`src/rtl/pc_sequencer.sv`:
```
// PC sequencing control: selects advance/stall/jump/return each cycle and runs interrupt entry/exit.
// Outputs are combinational from registered state so the PC register samples them on the same edge.
module pc_sequencer #(
  parameter logic [31:0] ISR_ADDR     = 32'h0000_0400,
  parameter int unsigned FLUSH_CYCLES = 3
) (
  input  logic        clk,
  input  logic        rst,
  input  logic        irq_req,
  input  logic        eret,
  input  logic        branch_taken,
  input  logic [31:0] branch_target,
  input  logic        hazard_lu,
  input  logic [31:0] pc,
  output logic        pc_en,
  output logic        pc_load_use,
  output logic        pc_int_nop,
  output logic        pc_jp_success,
  output logic        pc_irq_ret,
  output logic [31:0] pc_new,
  output logic [31:0] epc,
  output logic        in_isr,
  output logic        irq_ack
);

  typedef enum logic [2:0] {
    ST_RUN    = 3'd0,
    ST_DRAIN  = 3'd1,
    ST_VECTOR = 3'd2,
    ST_ISR    = 3'd3,
    ST_RETURN = 3'd4
  } state_t;

  localparam logic [3:0] CNT_LOAD = 4'(FLUSH_CYCLES - 1);

  state_t      state_q, state_d;
  logic [3:0]  cnt_q, cnt_d;
  logic [31:0] epc_q, epc_d;
  logic        in_isr_q, in_isr_d;

  always_comb begin
    state_d       = state_q;
    cnt_d         = cnt_q;
    epc_d         = epc_q;
    in_isr_d      = in_isr_q;
    pc_en         = 1'b0;
    pc_load_use   = 1'b0;
    pc_int_nop    = 1'b0;
    pc_jp_success = 1'b0;
    pc_irq_ret    = 1'b0;
    irq_ack       = 1'b0;
    pc_new        = 32'h0;

    unique case (state_q)
      ST_RUN: begin
        if (branch_taken) begin
          pc_jp_success = 1'b1;
          pc_new        = branch_target;
        end else if (hazard_lu) begin
          pc_load_use = 1'b1;
        end else if (irq_req) begin
          // Recognition cycle counts as the first of the FLUSH_CYCLES+1 nop cycles.
          pc_int_nop = 1'b1;
          epc_d      = pc;
          cnt_d      = CNT_LOAD;
          state_d    = ST_DRAIN;
        end else begin
          pc_en = 1'b1;
        end
      end
      ST_DRAIN: begin
        pc_int_nop = 1'b1;
        if (cnt_q == 4'd0) begin
          state_d = ST_VECTOR;
        end else begin
          cnt_d = cnt_q - 4'd1;
        end
      end
      ST_VECTOR: begin
        pc_jp_success = 1'b1;
        pc_new        = ISR_ADDR;
        irq_ack       = 1'b1;
        in_isr_d      = 1'b1;
        state_d       = ST_ISR;
      end
      ST_ISR: begin
        // No nesting: irq_req is not looked at here; a branch swallows a coincident eret.
        if (branch_taken) begin
          pc_jp_success = 1'b1;
          pc_new        = branch_target;
        end else if (hazard_lu) begin
          pc_load_use = 1'b1;
        end else begin
          pc_en = 1'b1;
          if (eret) begin
            state_d = ST_RETURN;
          end
        end
      end
      ST_RETURN: begin
        pc_irq_ret = 1'b1;
        pc_new     = epc_q;
        in_isr_d   = 1'b0;
        state_d    = ST_RUN;
      end
      default: begin
        state_d = ST_RUN;
      end
    endcase

    if (rst) begin
      pc_en         = 1'b0;
      pc_load_use   = 1'b0;
      pc_int_nop    = 1'b0;
      pc_jp_success = 1'b0;
      pc_irq_ret    = 1'b0;
      irq_ack       = 1'b0;
      pc_new        = 32'h0;
    end
  end

  always_ff @(posedge clk or posedge rst) begin
    if (rst) begin
      state_q  <= ST_RUN;
      cnt_q    <= 4'd0;
      epc_q    <= 32'h0;
      in_isr_q <= 1'b0;
    end else begin
      state_q  <= state_d;
      cnt_q    <= cnt_d;
      epc_q    <= epc_d;
      in_isr_q <= in_isr_d;
    end
  end

  assign epc    = epc_q;
  assign in_isr = in_isr_q;

endmodule

```
`config.mk`:
```
export PLATFORM = sky130hd
export DESIGN_NAME = pc_sequencer
export DESIGN_NICKNAME = d
export VERILOG_FILES = /design/src/rtl/pc_sequencer.sv
export SDC_FILE = /design/constraint.sdc
export NUM_CORES = 1
export LEC_CHECK = 0
export ABC_AREA = 1
export BUFFER_PORTS_ARGS = -buffer_cell sky130_fd_sc_hd__clkbuf_2
export CAP_MARGIN = 20
export CORE_ASPECT_RATIO = 0.8
export CORE_MARGIN = 2
export CORE_UTILIZATION = 49
export DETAILED_ROUTE_END_ITERATION = 7
export GPL_TIMING_DRIVEN = 0
export PLACE_DENSITY_LB_ADDON = 0.12
export SLEW_MARGIN = 40
export SYNTH_ARGS = -nofsm -noshare
export SYNTH_HDL_FRONTEND = slang
export SYNTH_SLANG_ARGS = --single-unit
```
`constraint.sdc`:
```
create_clock -name clk -period 5.05 [get_ports clk]
set_input_delay 1.515 -clock clk [delete_from_list [all_inputs] [get_ports clk]]
set_output_delay 1.515 -clock clk [all_outputs]
set_load 0.02 [all_outputs]
```
==> flow_summary.json <==
{
  "detailedPlacementHpwl_um": 5640,
  "dieArea_um2": 6090,
  "post-route-period-util_pct": 84.0,
  "crit_type": "in2out",
  "cap_violations": 0,
  "initial_core_util_pct": 50.0,
  "fillers": 505,
  "ys_ff_latch": 40,
  "overflow": 0,
  "grt_pass1_wl_um": 12200,
  "vias_per_cell": 5.10,
  "relSlewSlack_pct": 47.4,
  "cp.arrival_ns": 2.73,
  "register_area_um2": 1000,
  "synth_area_leaders": "dfrtp_1, nand2_1, nand3_2, a21oi_2, nand3_1",
  "syn-num-nets": 403,
  "drt_iter0_markers": 125,
  "cellPowerDensity_nw_per_um2": 553,
  "ios": 141,
  "antenna_found_initial": 0,
  "synth-seq-area-share_pct": 37.3,
  "ir_drop_v": 0.000242,
  "die_x_um": 86.8,
  "yosysMostFrequentCell": "nand2_1",
  "core_area_um2": 5380,
  "fmax_mhz": 236,
  "rsz0062_at_grt": "no",
  "clk_latency_ns": 0.29,
  "avgSynthCellArea_um2": 8.11,
  "die_h_um": 70.2,
  "layout_min_cycle_time_ns": 4.24,
  "power_mw": 1.97,
  "wirelength_um": 7320,
  "hold_ws_ns": 0.477,
  "setup_viol": 0,
  "cts_sinks": 40,
  "maxSlewViolCount": 0,
  "syn_area_um2": 2690,
  "grt_use_met2_pct": 41.0,
  "startpoint_type": "primary input",
  "cts_tree": "done",
  "worst_pin_slew_ns": 0.789,
  "yosys_warnings": 0,
  "pre_cts_slack_ns": 0.799,
  "async_flop_share_pct": 100,
  "ys_types": 27,
  "vias": 2764,
  "cts_root_buf": "clkbuf_8",
  "yosys.area.top_type_share_pct": 37.3,
  "dr.pass1.iters": 4,
  "cts.clk_slew.worst_paths_ns": 0.07,
  "cts_setup_buffers": 0,
  "htreeDepth": 2,
  "grt_max_degree": 41,
  "synth_cells": 331,
  "cts_buffers": 5,
  "finalSetupTns_ns": 0,
  "fin_worst_skew_ns": 0.00338,
  "use_met1_pct": 34.2,
  "cts-resized-gates": 0,
  "layout-drive-gt1-share_pct": 49.3,
  "grt_pass1_vias": 2695,
  "worst-path-max-fanout": 10,
  "multi_input_area_um2": 1440,
  "hold_viol_final": 0,
  "wire_per_inst_um": 13.5,
  "cts_hold_buf": 0,
  "synthFlopType": "dfrtp_1",
  "gr-max-usage-layer": "met2",
  "final_nets": 549,
  "port-buffer-count": 139,
  "diodes": 0,
  "netlist_top_cells_count": "nand2_1, nand3_1, dfrtp_1, a21oi_2, nand3_2",
  "final_core_util_pct": 66.2,
  "gr-usage-met3_pct": 5.44,
  "gp_congestion": 0.884,
  "synth-edff-count": 0,
  "yosysTopAreaCell": "dfrtp_1",
  "p_leak_nw": 1.88,
  "fp-row-count": 24,
  "setup_ws_ns": 0.810,
  "hold_class": "reg2reg",
  "required_ns": 3.54,
  "clock_path_buffers": 2,
  "drc": 0,
  "area_growth_syn_to_layout_pct": 32.6,
  "drtAntennaViolNets": 0,
  "critPathCaptureType": "primary output",
  "grt.total_usage_pct": 25.3,
  "status": "complete, no violations"
}
-- registers in the layout, indices dropped and copies added, names as in the netlist --
register,flops
cnt_q,4
epc,32
state_q,3
in_isr,1
-- critical path, cell delays in order --
cell	delay (ns)
clkbuf_2	0.09
buf_2	0.24
clkbuf_1	0.64
a21oi_2	0.05
clkbuf_2	0.19
-- metrics by stage --
step           cells  area, µm²
6_report         542       3560
5_1_grt          542       3560
3_3_place_gp     535       3460
2_1_floorplan    331       2690
4_1_cts          542       3560
3_5_place_dp     535       3460
-- report_power, final --
| group | total (mW) | internal [mW] | leakage (nW) | switching [mW] |
|---|---|---|---|---|
| registers | 0.585 | 0.467 | 0.497 | 0.119 |
| clock network | 0.222 | 0.122 | 0.0503 | 0.101 |
| logic | 1.16 | 0.412 | 1.34 | 0.748 |
| total | 1.97 | 1.00 | 1.88 | 0.967 |
-- worst paths after layout --
path / start / to / slack [ns] / cells past startpoint
max: rst / pc_new[12] / 0.81 / 5
min: cnt_q[1] / cnt_q[1] / 0.48 / 2
max reg2reg: state_q[0] / epc[2] / 3.61 / 7
min reg2reg: cnt_q[1] / cnt_q[1] / 0.48 / 2
max in group asynchronous: rst / epc[31] / 3.05 / 3
min in group asynchronous: rst / in_isr / 1.67 / 3
-- cell usage in the layout (no fill, tap or decap), types with 3 or more instances in the layout --
cell type	instances
clkbuf_2	139
nand2_1	122
nand3_1	43
dfrtp_1	40
a21oi_2	30
nand3_2	27
nor2_1	10
buf_2	9
inv_1	9
clkbuf_8	7
buf_4	6
a21oi_1	5
buf_6	3
nand4_1	3
clkbuf_1	3
buf_12	3
-- cell type report --
class	instances	area share [%]
Tap cell	65	2.28
Inverter	13	1.51
Buffer	24	5.48
Clock buffer	7	2.71
Timing Repair Buffer	139	19.5
Multi-Input combinational cell	254	40.4
Sequential cell	40	28.1
-- cell families (layout without fill, tap and decap cells) --
| family | after synthesis | after routing | share of synthesized area [%] |
|---|---|---|---|
| flip-flops | 40 | 40 | 37.3 |
| XOR/XNOR | 2 | 2 | 0.652 |
| buffers and inverters | 37 | 183 | 9.18 |
| AO/OA/AOI/OAI | 36 | 36 | 11.0 |
| adder cells (fa/ha/maj) | 2 | 2 | 0.932 |
| AND/OR/NAND/NOR | 214 | 214 | 41.0 |
-- routing by layer --
layer	share of wire, %	vias up
li1	-	1380
met1	42	1267
met2	49	113
met3	8.0	4
met4	0.53	0
met5	0	-
No activity file was read; power rests on OpenSTA's default activity.
